## config.mk

```make
export PLATFORM = sky130hd
export DESIGN_NAME = tlb_inv_ctrl
export DESIGN_NICKNAME = d
export VERILOG_FILES = /design/src/rtl/tlb_inv_ctrl.sv
export SDC_FILE = /design/constraint.sdc
export NUM_CORES = 1
export LEC_CHECK = 0
export ABC_AREA = 0
export BUFFER_PORTS_ARGS = -buffer_cell sky130_fd_sc_hd__buf_4
export CAP_MARGIN = 20
export CORE_MARGIN = 1.5
export CORE_UTILIZATION = 43
export CTS_CLUSTER_DIAMETER = 80
export CTS_CLUSTER_SIZE = 8
export DETAILED_ROUTE_END_ITERATION = 8
export PLACE_DENSITY = 0.75
export SYNTH_ARGS = -nofsm -noshare
export SYNTH_HDL_FRONTEND = slang
export SYNTH_SLANG_ARGS = --single-unit
```

## constraint.sdc

```tcl
create_clock -name clk -period 1.7 [get_ports clk]
set_input_delay 0.17 -clock clk [delete_from_list [all_inputs] [get_ports clk]]
set_output_delay 0.17 -clock clk [all_outputs]
set_load 0.005 [all_outputs]
```

## src/rtl/tlb_inv_ctrl.sv

```systemverilog
// INVTLB sequencer: walks every TLB entry through the read port and clears the
// valid bit of each entry matching the latched opcode/ASID/VPPN operands.
`timescale 1ns / 1ps

module tlb_inv_ctrl #(
  parameter int unsigned TLBNUM = 16,
  parameter int unsigned IDXW   = $clog2(TLBNUM)
) (
  input  logic            clk,
  input  logic            reset,
  input  logic            inv_valid,
  output logic            inv_ready,
  input  logic [4:0]      inv_op,
  input  logic [9:0]      inv_asid,
  input  logic [18:0]     inv_vppn,
  output logic            busy,
  output logic            done,
  output logic            err,
  output logic [IDXW-1:0] r_index,
  input  logic            r_e,
  input  logic [5:0]      r_ps,
  input  logic            r_g,
  input  logic [18:0]     r_vppn,
  input  logic [9:0]      r_asid,
  output logic            inv_we,
  output logic [IDXW-1:0] inv_index
);

  typedef enum logic [1:0] {
    StIdle,
    StScan,
    StDone
  } state_e;

  localparam logic [IDXW-1:0] LastIdx = IDXW'(TLBNUM - 1);

  state_e          r_state;
  state_e          w_state_nxt;
  logic [IDXW-1:0] r_cnt;
  logic [IDXW-1:0] w_cnt_nxt;
  logic            r_err;
  logic            w_err_nxt;
  logic            w_lat_load;
  logic [4:0]      r_lat_op;
  logic [9:0]      r_lat_asid;
  logic [18:0]     r_lat_vppn;

  logic            w_asid_m;
  logic            w_va_m;
  logic            w_match;

  always_ff @(posedge clk or posedge reset) begin
    if (reset) begin
      r_state    <= StIdle;
      r_cnt      <= '0;
      r_err      <= 1'b0;
      r_lat_op   <= '0;
      r_lat_asid <= '0;
      r_lat_vppn <= '0;
    end else begin
      r_state <= w_state_nxt;
      r_cnt   <= w_cnt_nxt;
      r_err   <= w_err_nxt;
      if (w_lat_load) begin
        r_lat_op   <= inv_op;
        r_lat_asid <= inv_asid;
        r_lat_vppn <= inv_vppn;
      end
    end
  end

  // 4MB pages (ps==22) only carry VPPN[18:10]; low bits are don't-care.
  always_comb begin
    w_asid_m = (r_asid == r_lat_asid);
    if (r_ps == 6'd22) begin
      w_va_m = (r_vppn[18:10] == r_lat_vppn[18:10]);
    end else begin
      w_va_m = (r_vppn == r_lat_vppn);
    end
  end

  always_comb begin
    w_match = 1'b0;
    unique case (r_lat_op)
      5'd0, 5'd1: w_match = 1'b1;
      5'd2:       w_match = r_g;
      5'd3:       w_match = !r_g;
      5'd4:       w_match = !r_g && w_asid_m;
      5'd5:       w_match = !r_g && w_asid_m && w_va_m;
      5'd6:       w_match = (r_g || w_asid_m) && w_va_m;
      default:    w_match = 1'b0;
    endcase
  end

  always_comb begin
    w_state_nxt = r_state;
    w_cnt_nxt   = r_cnt;
    w_err_nxt   = r_err;
    w_lat_load  = 1'b0;
    inv_ready   = 1'b0;
    busy        = 1'b0;
    done        = 1'b0;
    err         = 1'b0;
    r_index     = '0;
    inv_we      = 1'b0;
    inv_index   = '0;
    unique case (r_state)
      StIdle: begin
        inv_ready = 1'b1;
        if (inv_valid) begin
          w_lat_load = 1'b1;
          w_cnt_nxt  = '0;
          if (inv_op <= 5'd6) begin
            w_state_nxt = StScan;
            w_err_nxt   = 1'b0;
          end else begin
            w_state_nxt = StDone;
            w_err_nxt   = 1'b1;
          end
        end
      end
      StScan: begin
        busy      = 1'b1;
        r_index   = r_cnt;
        inv_index = r_cnt;
        inv_we    = r_e && w_match;
        if (r_cnt == LastIdx) begin
          w_state_nxt = StDone;
          w_cnt_nxt   = '0;
        end else begin
          w_cnt_nxt = r_cnt + 1'b1;
        end
      end
      StDone: begin
        busy        = 1'b1;
        done        = 1'b1;
        err         = r_err;
        w_state_nxt = StIdle;
      end
      default: w_state_nxt = StIdle;
    endcase
  end

endmodule

```

## Word level (Yosys, flattened, before mapping)

Index checks and enable logic that the tools add are counted.

| word-level totals | value |
|---|---|
| register bits | 41 |
| bits of input ports | 74 |
| output and inout port bits | 13 |
| word-level logic and storage cells | 55 |

| cells by class | value |
|---|---|
| $add $sub $neg | 1 |
| $lt $le $gt $ge | 1 |
| equal/unequal tests | 15 |
| multiplexer cells | 18 |
| reduce and logical (&&, ||, !) cells | 14 |

Operators with widths:

| cell | number |
|---|---|
| 19-bit equality test | 1 |
| 5-bit by 3-bit equality test with 1-bit output (second input constant) | 3 |
| 4-bit two-way mux | 3 |
| 10-bit equality test | 1 |
| 5-bit by 2-bit equality test with 1-bit output (second input constant) | 2 |
| 9-bit equality test | 1 |
| 1-bit two-way mux | 9 |
| 4-bit one-hot mux with 2 select lines | 1 |
| 6-bit by 5-bit equality test with 1-bit output (second input constant) | 1 |
| 2-bit two-way mux | 3 |
| 1-bit one-hot mux with 6 select lines | 1 |
| 2-bit AND reduction | 3 |
| 5-bit by 1-bit equality test with 1-bit output (second input constant) | 1 |
| 5-bit by 3-bit less-or-equal comparator with 1-bit output (second input constant) | 1 |
| 5-bit logical NOT | 1 |
| 4-bit by 1-bit adder with 4-bit output (second input constant) | 1 |
| 4-bit equality test (second input constant) | 1 |
| 1-bit logical AND | 4 |
| 2-bit inequality test (second input constant) | 2 |
| 2-bit one-hot mux with 2 select lines | 1 |
| 2-bit OR reduction | 2 |
| 2-bit by 1-bit equality test with 1-bit output (second input constant) | 1 |
| 2-bit equality test (second input constant) | 1 |
| 2-bit logical NOT | 1 |
| other kinds (3) | 3 |

## Logic depth before layout (Yosys ltp)

Gate-level depths: netlist of the first run.

| depth | value |
|---|---|
| word-level depth | 6 |
| depth in mapped cells | 7 |
| depth with buffers taken out | 7 |

## Worst setup path after synthesis of the first run

No wires, ideal clock.

| timing | value |
|---|---|
| path kind | reg2reg |
| start | reg r_state[0] |
| end | reg r_lat_asid[0] |
| library setup time | 0.125 ns |
| data arrival time | 1.538 ns |
| data required time | 1.575 ns |
| path slack | 0.037 ns |
| cell stages (with the launch flop) | 7 |
| path buffers | 2 |
| period minus slack after synthesis | 1.663 ns |
| cell sequence | dfrtp_1 -> inv_1 -> ha_1 -> and2_1 -> buf_2 -> buf_2 -> mux2_2 |

| between the ends | value |
|---|---|
| word-level cells in the longest chain between the ends | 2 |

RTL lines:

| item | line | source |
|---|---|---|
| start: declaration | 37 | `state_e r_state;` |
| start signal: assignment | 54 | `r_state <= StIdle;` |
| start signal: assignment | 61 | `r_state <= w_state_nxt;` |
| 2-bit logical NOT | 107 | `unique case (r_state)` |
| 1-bit two-way mux | 107 |  |
| end signal: assignment | 66 | `r_lat_asid <= inv_asid;` |
| end: declaration | 45 | `logic [9:0] r_lat_asid;` |

No other way between the ends.
A chain may end at the register's enable or synchronous reset.

## Worst setup path after layout of the first run

| timing | value |
|---|---|
| start | reg r_lat_vppn[5] |
| end | out inv_we |

| between the ends | value |
|---|---|
| word-level cells in the longest chain between the ends | 6 |
| elaborated cells on any way between the ends | 7 |
| classes of those cells | eq/ne: 1; mux: 3; reduce/logical: 3 |

RTL lines:

| item | line | source |
|---|---|---|
| start: declaration | 46 | `logic [18:0] r_lat_vppn;` |
| start signal: assignment | 67 | `r_lat_vppn <= inv_vppn;` |
| 19-bit equality test (*) | 78 | `w_va_m = (r_vppn == r_lat_vppn);` |
| 1-bit two-way mux (*) | 75 | `if (r_ps == 6'd22) begin` |
| 1-bit logical AND (on tied branches) | 90, 89 |  |
| 1-bit one-hot mux with 6 select lines (*) | 84 | `unique case (r_lat_op)` |
| 1-bit logical AND (*) | 126 | `inv_we = r_e && w_match;` |
| 1-bit two-way mux (*) | 107 |  |
| end: declaration | 25 | `output logic inv_we,` |

Every way passes the cells marked *; elsewhere a longest branch is shown, timed or not.

==> reports/results.txt, run 1 <==
ANT cells: 0
Total CTS buffers: 5
DR iter-0 viols: 51
Deepest clock path buffer count: 2
# Max-Cap Violations: 0
First-pass GRT wire length: 7.27 mm
Final #Nets: 353
Slew HR: 52.8%
Failing checks: setup timing
All-Layer GR Usage: 17.9%
Die area: 5390 µm²
Worst hold path class: input pin to flip-flop
Starting Density: 44.8%
Post-route cell area: 3110 µm²
Num rows: 25
Root Buffer: clkbuf_8
DRC: 0
Syn nets: 255
Top-count cell post-synth: dfrtp_1
R2r setup slk: 0.05 ns
Cell leakage power: 1.41 nW
Cell area after synthesis: 2130 µm²
Library cells used by synthesis: 32
Fin crit period: 2.12 ns
Max Clk Rate: 472 MHz
Postcts setup bufs: 0
Vias/cell: 4.89
Status: complete, but fails checks
Tcrit/Tclk final: 125%
Synth Warn #: 0
Routed Antenna Nets: 0
Drt pass-1 iters: 4
Final core utilization: 65.3%
Die Ht: 73.4 µm
CTS sink cnt: 41
Clk_skew: 0.00554 ns
DP Cell Count: 333
GRT Residual Overflow: 0
Fin. Hold Viols: 0
Sequential share of the synthesized area: 48.2%
Area leader, netlist: dfrtp_1
Ys async rst share: 100%
# IOs: 87
# setup viols final: 1
Post-synth top cells: 41 x dfrtp_1, 34 x mux2_2, 20 x xor2_1
DP HPWL: 3.47 mm
Post-Place Cell Area: 2920 µm²
PwrDens: 1360 nW/µm²
Routability-driven placement congestion ratio: 0.738
P&R area growth vs syn: 45.7%
Post-synth top area share: 48.2%
Worst-Skew Late Latency: 0.29 ns
Final WL: 4.60 mm
Largest cells by area after synthesis: dfrtp_1 48%, mux2_2 18%, xor2_1 8.2%, xnor2_1 4.5%, ha_1 2.3%
Core box area: 4750 µm²
Syn Area/Cell: 12.0 µm²
Synth Register Bits: 41
Initial antenna violation count: 0
Arr. time, crit path: 1.95 ns
Peak supply drop: 910 µV
Fin Setup TNS: -0.417 ns
Largest net degree at the start of global routing: 26
Top fanout value on the critical path: 2
CTS tree: done
Slew of the pin with the lowest slew margin: 0.704 ns
Die W: 73.4 µm
Critical path required time: 1.53 ns
Finished Layout Cells: 343
# port buffers: 86
Worst-path clk slew: 0.08 ns
Worst setup EP type: primary output
Vias in the first global route: 1742
EDFF count, synth: 0
Routed WL per cell: 13.4 µm
Unrepaired setup endpoints after global routing: true
Setup ws final: -0.417 ns
Crit Path Class: flip-flop to primary output
# H-tree levels: 2
Routed vias: 1677
Power, Total: 4.23 mW
Crit path launch type: flip-flop
Slew Limit Fails: 0
Share of layout cells above drive strength 1: 54.0%
Fillers: 383
Post-synthesis cell count: 177
Ys flop type: dfrtp_1
-- cell families after synthesis --
| logic type | share of synthesized area [%] |
|---|---|
| and+or+nand+nor | 9.16 |
| xor gates and xnor gates | 12.7 |
| adders and majority gates | 2.35 |
| AOI/OAI and AO/OA | 6.58 |
| DFF | 48.2 |
| muxes | 18.0 |
| buffers and inverters | 3.05 |
-- sequential cells by signal (all words and copies together) (netlist names) --
name,flops
r_state,2
r_cnt,4
r_lat_op,5
r_err,1
r_lat_asid,10
r_lat_vppn,19
-- cells in the final DEF (no fill, tap or decap), types with 4 or more instances in the layout --
cell      synthesis  final
a21oi_1           7      6
dfrtp_1          41     41
xnor2_1          11     11
nand4_1           4      4
and2_1            6      5
nand2_1           7      7
xor2_1           20     20
mux2_2           34     34
clkbuf_8          0      5
buf_4             4     95
-- power breakdown --
part           switching, mW  internal, mW  total [mW]
registers              0.305          1.43        1.73
logic                  0.645          1.06        1.71
clock network          0.357         0.440       0.796
total                   1.31          2.93        4.23
-- final timing paths --
kind                                        endpoint                 startpoint  depth (start not counted)
min                        r_lat_asid[8]$_DFFE_PP0P_                inv_asid[8]                          2
min reg2reg                        r_err$_DFFE_PP0P_          r_err$_DFFE_PP0P_                          2
min in group asynchronous  r_lat_vppn[6]$_DFFE_PP0P_                      reset                          3
max in group asynchronous    r_lat_op[0]$_DFFE_PP0P_                      reset                          4
max reg2reg                r_lat_asid[4]$_DFFE_PP0P_     r_state[0]$_DFFE_PP0P_                          6
max                                           inv_we  r_lat_vppn[5]$_DFFE_PP0P_                          6
-- per-stage QoR --
step                worst slack (ns)  hold slack (ns)
global route                  -0.539           0.0921
CTS                           -0.496           0.0929
detailed placement            -0.210            0.240
global placement              -0.207            0.236
floorplan                     0.0375            0.322
finish                        -0.417            0.103
-- worst max-delay path, stage by stage (launching register included) --
cell      delay [ns]
dfrtp_1         0.39
xor2_1          0.16
nor4_1          0.28
nand4_1         0.18
a2111o_1        0.40
a21oi_2         0.12
buf_4           0.12
-- routing by layer --
metal	wire (µm)	track usage, %	share of wire [%]
met4	32	6.79	0.70
met1	1970	20.7	43
met5	0	0	0
met2	2340	31.6	51
met3	256	4.66	5.6
-- area by class of cell --
cell class / count / area (µm²) / area share (%)
Clock buffer: 5 / 68.8 / 2.22
Clock inverter: 3 / 46.3 / 1.49
Inverter: 3 / 11.3 / 0.363
Multi-Input combinational cell: 124 / 1070 / 34.4
Sequential cell: 41 / 1030 / 33.0
Tap cell: 67 / 83.8 / 2.70
Timing Repair Buffer: 100 / 800 / 25.7
-- repair_timing --
item	in CTS	in global routing
hold buffers	1	0
hold endpoints to repair	17	0
resized for setup	2	6
pin swaps	5	3
setup endpoints to repair	11	36
gates cloned	0	1
No activity file was read; power rests on OpenSTA's default activity.
==> inputs of run 2 (changes only) <==
--- a/config.mk
+++ b/config.mk
@@ -9,11 +9,13 @@
 export BUFFER_PORTS_ARGS = -buffer_cell sky130_fd_sc_hd__buf_4
 export CAP_MARGIN = 20
 export CORE_MARGIN = 1.5
-export CORE_UTILIZATION = 43
+export CORE_UTILIZATION = 45
+export CTS_BUF_LIST = sky130_fd_sc_hd__clkbuf_2 sky130_fd_sc_hd__clkbuf_4 sky130_fd_sc_hd__clkbuf_8
 export CTS_CLUSTER_DIAMETER = 80
 export CTS_CLUSTER_SIZE = 8
 export DETAILED_ROUTE_END_ITERATION = 8
-export PLACE_DENSITY = 0.75
+export HOLD_SLACK_MARGIN = 0.05
+export PLACE_DENSITY = 0.78
 export SYNTH_ARGS = -nofsm -noshare
 export SYNTH_HDL_FRONTEND = slang
 export SYNTH_SLANG_ARGS = --single-unit
==> run 2 against run 1 <==
Against the previous run:
- the run ends with DRC, setup timing left
- first-iteration DRC count grew 12%
- count of clock-buffer cells in the layout grew 2
- total power grew 0.43%
- sequential share of layout area grew 0.30 points
- sequential power is essentially flat
- register-to-register slack gained 0.06 ns
- cell area shrank 0.89%
- core utilization grew 3.9 points
- global-route usage grew 1.6 points
- critical path depth is the same
- sequential cell count is the same
- largest cell class unchanged
==> reports/results.txt, run 2 (synthesis results as in run 1) <==
Status: complete, but fails checks
Failing checks: DRC, setup timing
Largest regs: r_lat_vppn x19, r_lat_asid x10, r_lat_op x5
Reg2Reg Depth: 6 (unchanged)
Slew HR: 50.9% (-1.8 points)
Worst Hold Depth: 2 (unchanged)
GRT Residual Overflow: 0 (unchanged)
Arr. time, crit path: 1.97 ns (+0.02 ns)
Worst setup EP type: primary output
Worst-Skew Late Latency: 0.29 ns (about the same)
Initial antenna violation count: 0 (unchanged)
Max incr delay on CP: 0.43 ns (+0.03 ns)
PwrDens: 1380 nW/µm² (+1.3%)
# H-tree levels: 2 (unchanged)
Total CTS buffers: 5 (unchanged)
Num rows: 24 (-4.0%)
ANT cells: 0 (unchanged)
All-Layer GR Usage: 19.5% (+1.6 points)
Starting Density: 47.9% (+3.1 points)
Clk_skew: 0.00282 ns (-0.00272 ns)
Met3 Track Usage GR: 5.49% (+0.82 points)
Peak supply drop: 778 µV (-15%)
Die area: 5160 µm² (-4.3%)
Critical path required time: 1.53 ns (about the same)
First-pass GRT wire length: 7.76 mm (+6.7%)
Worst-path clk slew: 0.08 ns (about the same)
# Max-Cap Violations: 0 (unchanged)
Routed WL per cell: 14.0 µm (+4.0%)
Fillers: 348 (-9.1%)
Post-Place Cell Area: 2930 µm² (about the same)
Met1 Usage GRT: 23.2% (+2.5 points)
Vias in the first global route: 1808 (+3.8%)
Fin. Hold Viols: 0 (unchanged)
Busiest grt layer: met2
Final WL: 4.61 mm (about the same)
Final #Nets: 355 (+0.57%)
Top reg by flops: r_lat_vppn
Critical path's slowest cell: a2111o_1
Tcrit/Tclk final: 126% (+1.3 points)
# port buffers: 86 (unchanged)
CTS sink cnt: 41 (unchanged)
Drt pass-1 iters: 6 (+2)
Hold Slack: 0.105 ns (+0.00260 ns)
Power, Total: 4.25 mW (+0.43%)
DR iter-0 viols: 57 (+12%)
Slew Limit Fails: 0 (unchanged)
Crit Path Class: flip-flop to primary output
Postcts setup bufs: 0 (unchanged)
Core box area: 4440 µm² (-6.5%)
Commonest non-fill, non-tap cell in the layout: buf_4
Deepest clock path buffer count: 2 (unchanged)
Max Clk Rate: 468 MHz (-1.0%)
Worst hold path class: input pin to flip-flop
Fin Setup TNS: -0.438 ns (-0.0216 ns)
Root Buffer: clkbuf_8
Post-route cell area: 3080 µm² (-0.89%)
Routability-driven placement congestion ratio: 0.778 (+5.4%)
DP Cell Count: 321 (-3.6%)
Crit path launch type: flip-flop
Routed vias: 1678 (+0.060%)
Top fanout value on the critical path: 2 (unchanged)
DP HPWL: 3.61 mm (+4.1%)
GR Layer Usage met2: 34.0% (+2.3 points)
Die Ht: 71.8 µm (-2.2%)
Cell leakage power: 1.42 nW (+0.67%)
Share of layout cells above drive strength 1: 54.0% (about the same)
Largest net degree at the start of global routing: 25 (-3.8%)
Number of flip-flops under the largest register name: 19 (unchanged)
Setup WS pre-CTS: -0.209 ns (+0.000950 ns)
DRC: 3 (+3)
Slew of the pin with the lowest slew margin: 0.731 ns (+0.0274 ns)
Vias/cell: 5.08 (+4.0%)
Unrepaired setup endpoints after global routing: true
CTS tree: done
Final core utilization: 69.3% (+3.9 points)
Commonest non-fill, non-tap cells in the layout: 98 x buf_4, 41 x dfrtp_1, 34 x mux2_2
Fin crit period: 2.14 ns (+0.0216 ns)
Finished Layout Cells: 330 (-3.8%)
Crit-path cells: xor2_1 -> nor4_2 -> nand4_1 -> a2111o_1 -> a21oi_2 -> buf_4
Routed Antenna Nets: 0 (unchanged)
P&R area growth vs syn: 44.5%
Die W: 71.8 µm (-2.2%)
# IOs: 87 (unchanged)
Setup ws final: -0.438 ns (-0.0216 ns)
# setup viols final: 1 (unchanged)
## run 2: worst max-delay path, delay by kind of cell (launching register included)
family | cells | cell delay, ns
flops | 1 | 0.39
compound gates | 2 | 0.56
xor+xnor | 1 | 0.15
buf+inv | 1 | 0.12
simple gates | 2 | 0.46
## run 2: per-layer routing
layer	wire length, µm	vias to the layer above	share of wire (%)
met2	2360	50	51
met4	72	0	1.6
met5	0	-	0
met1	1900	802	41
met3	267	6	5.8
li1	-	820	-
## run 2: worst paths after layout
path,from,end,slack [ns]
worst max-delay path,r_lat_vppn[0]$_DFFE_PP0P_,inv_we,-0.44
worst max register to register,r_state[0]$_DFFE_PP0P_,r_lat_vppn[15]$_DFFE_PP0P_,0.11
worst min-delay path,inv_vppn[3],r_lat_vppn[3]$_DFFE_PP0P_,0.11
max in group asynchronous,reset,r_lat_op[1]$_DFFE_PP0P_,0.71
worst min register to register,r_lat_vppn[0]$_DFFE_PP0P_,r_lat_vppn[0]$_DFFE_PP0P_,0.53
min in group asynchronous,reset,r_lat_asid[6]$_DFFE_PP0P_,0.48
## run 2: area by class of cell
class                      instances  area, µm²  area share (%)
sequential                        41       1030            33.3
inverter                           3       11.3           0.366
clock buffer                       7       90.1            2.93
timing repair buffer             102        797            25.9
multi-input combinational        124       1060            34.4
tap                               52       65.1            2.11
clock inverter                     1       30.0           0.976
## run 2: timing repair
action / in CTS / in global routing
hold buffers: 1 / 0
resized for setup: 1 / 5
hold endpoints to repair: 18 / 0
pin swaps: 6 / 1
setup endpoints to repair: 1 / 25
## run 2: where the power goes
| group | leakage [nW] | switching, mW | internal (mW) |
|---|---|---|---|
| Combinational | 0.869 | 0.635 | 1.05 |
| Clock | 0.0619 | 0.328 | 0.495 |
| Sequential | 0.489 | 0.315 | 1.43 |
| Total | 1.42 | 1.28 | 2.97 |
==> inputs of run 3 (changes only) <==
--- a/config.mk
+++ b/config.mk
@@ -16,6 +16,8 @@
 export DETAILED_ROUTE_END_ITERATION = 8
 export HOLD_SLACK_MARGIN = 0.05
 export PLACE_DENSITY = 0.78
+export RECOVER_POWER = 25
+export SETUP_SLACK_MARGIN = 0.05
 export SYNTH_ARGS = -nofsm -noshare
 export SYNTH_HDL_FRONTEND = slang
 export SYNTH_SLANG_ARGS = --single-unit
==> run 3 against run 2 <==
Against the previous run:
- first-iteration DRC count grew 3.5%
- cell area grew 0.81%
- count of clock-buffer cells in the layout is the same
- largest power group is now combinational logic
- total power grew 2.0%
- hold slack lost 0.00066 ns
- largest cell class unchanged
- sequential cell count is the same
- critical path depth is the same
- combinational power grew 5%
- the flow still finishes with violations (DRC, setup timing)
- non-clock buffer count grew 1
- sequential power is essentially flat
- final cell count grew 0.30%
==> reports/results.txt, run 3 (synthesis results as in run 1) <==
Worst Path Buf+Inv: 1 (unchanged)
Largest net degree at the start of global routing: 25 (unchanged)
Cell leakage power: 1.43 nW (+0.56%)
DP HPWL: 3.61 mm (unchanged)
Reg2Reg Depth: 6 (unchanged)
Vias in the first global route: 1808 (unchanged)
Slew HR: 54.2% (+3.3 points)
GRT Residual Overflow: 0 (unchanged)
Worst-path clk slew: 0.08 ns (about the same)
Failing checks: DRC, setup timing
Die Ht: 71.8 µm (unchanged)
Worst setup EP type: primary output
DR iter-0 viols: 59 (+3.5%)
Routed WL per cell: 14.7 µm (+5.3%)
Beginning of the worst hold path: inv_vppn[3]
Fillers: 340 (-2.3%)
Final WL: 4.86 mm (+5.6%)
P&R area growth vs syn: 45.6%
Routed Antenna Nets: 0 (unchanged)
Top reg by flops: r_lat_vppn
Largest regs: r_lat_vppn x19, r_lat_asid x10, r_lat_op x5
DRC: 3 (unchanged)
CTS tree: done
Crit path launch type: flip-flop
PwrDens: 1400 nW/µm² (+1.2%)
# H-tree levels: 2 (unchanged)
CTS sink cnt: 41 (unchanged)
Worst-Skew Late Latency: 0.29 ns (about the same)
Drt pass-1 iters: 6 (unchanged)
Busiest grt layer: met2
# port buffers: 86 (unchanged)
Status: complete, but fails checks
Worst hold endpoint: r_lat_vppn[3]$_DFFE_PP0P_
Fin Setup TNS: -0.442 ns (-0.00414 ns)
Commonest non-fill, non-tap cells in the layout: 97 x buf_4, 41 x dfrtp_1, 34 x mux2_2
Deepest clock path buffer count: 2 (unchanged)
Critical path's slowest cell: a2111o_1
Met1 Usage GRT: 23.2% (unchanged)
Critical path required time: 1.53 ns (about the same)
Max incr delay on CP: 0.43 ns (about the same)
Total CTS buffers: 5 (unchanged)
All-Layer GR Usage: 19.5% (unchanged)
Die area: 5160 µm² (unchanged)
Fin. Hold Viols: 0 (unchanged)
Number of flip-flops under the largest register name: 19 (unchanged)
ANT cells: 0 (unchanged)
Top fanout value on the critical path: 2 (unchanged)
Crit-path leading delay family: compound AO/OA/AOI/OAI gates
Power, Total: 4.34 mW (+2.0%)
Slew Limit Fails: 0 (unchanged)
Routability-driven placement congestion ratio: 0.778 (unchanged)
Peak supply drop: 777 µV (about the same)
Vias/cell: 5.13 (+0.83%)
Worst r2r src: r_state[0]$_DFFE_PP0P_
Share of layout cells above drive strength 1: 55.2% (+1.2 points)
First-pass GRT wire length: 7.76 mm (unchanged)
Crit Path Class: flip-flop to primary output
GR Layer Usage met2: 34.0% (unchanged)
Slew of the pin with the lowest slew margin: 0.683 ns (-0.0488 ns)
Root Buffer: clkbuf_8
Core box area: 4440 µm² (unchanged)
Worst hold path class: input pin to flip-flop
# setup viols final: 1 (unchanged)
Worst Hold Depth: 2 (unchanged)
# Max-Cap Violations: 0 (unchanged)
Crit-path cells: xor2_1 -> nor4_2 -> nand4_1 -> a2111o_1 -> a21oi_2 -> buf_4
Commonest non-fill, non-tap cell in the layout: buf_4
Num rows: 24 (unchanged)
Unrepaired setup endpoints after global routing: true
Starting Density: 47.9% (unchanged)
Arr. time, crit path: 1.97 ns (about the same)
Final #Nets: 356 (+0.28%)
Max Clk Rate: 467 MHz (-0.19%)
Initial antenna violation count: 0 (unchanged)
Tcrit/Tclk final: 126% (+0.24 points)
# IOs: 87 (unchanged)
R2R Path End: r_lat_op[1]$_DFFE_PP0P_
R2r setup slk: 0.11 ns (about the same)
Met3 Track Usage GR: 5.49% (unchanged)
Setup ws final: -0.442 ns (-0.00414 ns)
Clk_skew: 0.00253 ns (-0.000294 ns)
Die W: 71.8 µm (unchanged)
Routed vias: 1697 (+1.1%)
Fin crit period: 2.14 ns (+0.00414 ns)
==> run 3: changes by cell type in the layout (fill, tap and decap cells not counted) <==
cell,previous run,this run
buf_4,98,97
buf_6,1,0
clkbuf_16,0,1
clkbuf_2,0,1
clkbuf_4,1,2
ha_1,4,3
ha_2,0,1
inv_1,2,1
inv_2,0,1
o21ai_1,1,0
o21ai_2,0,1
==> run 3: how the worst max path moves through the flow <==
stage | from | endpoint | depth (start not counted)
after floorplan | r_state[0]$_DFFE_PP0P_ | r_lat_asid[0]$_DFFE_PP0P_ | 6
after global placement | r_lat_vppn[9]$_DFFE_PP0P_ | inv_we | 6
after detailed placement | r_lat_vppn[9]$_DFFE_PP0P_ | inv_we | 6
after CTS | r_lat_vppn[0]$_DFFE_PP0P_ | inv_we | 6
after global routing | r_lat_vppn[5]$_DFFE_PP0P_ | inv_we | 6
final | r_lat_vppn[0]$_DFFE_PP0P_ | inv_we | 6
==> run 3: repair_timing <==
action,CTS,global route
gates cloned,0,1
hold endpoints to repair,18,0
hold buffers,1,0
endpoints found under the setup margin,12,7
pin swaps,6,3
buffers inserted,0,0
resized for setup,3,8
==> run 3: final cells by class <==
type                            instances  area, µm²  area share (%)
Clock buffer                            7       90.1            2.90
Clock inverter                          1       30.0           0.968
Inverter                                3       11.3           0.363
Multi-Input combinational cell        124       1060            34.3
Sequential cell                        41       1030            33.1
Tap cell                               52       65.1            2.10
Timing Repair Buffer                  103        816            26.3
==> run 3: metrics by stage <==
stage,instances,hold WS [ns],utilization (%),area [µm²],setup slack (ns)
6_report,331,0.105,69.8,3100,-0.442
5_1_grt,331,0.0944,69.8,3100,-0.532
4_1_cts,330,0.0959,69.0,3070,-0.475
3_5_place_dp,321,0.245,65.8,2930,-0.209
3_3_place_gp,321,0.239,65.8,2930,-0.214
2_1_floorplan,177,0.322,-,2130,0.0375
==> run 3: per-layer routing <==
layer	vias up	wire, µm
met3	6	253
met5	-	0
li1	823	-
met2	48	2530
met1	820	2000
met4	0	72
==> run 3: report_power, final <==
part	switching, mW	leakage [nW]	internal (mW)
Clock	0.330	0.0619	0.495
Combinational	0.669	0.877	1.10
Sequential	0.321	0.489	1.43
Total	1.32	1.43	3.02
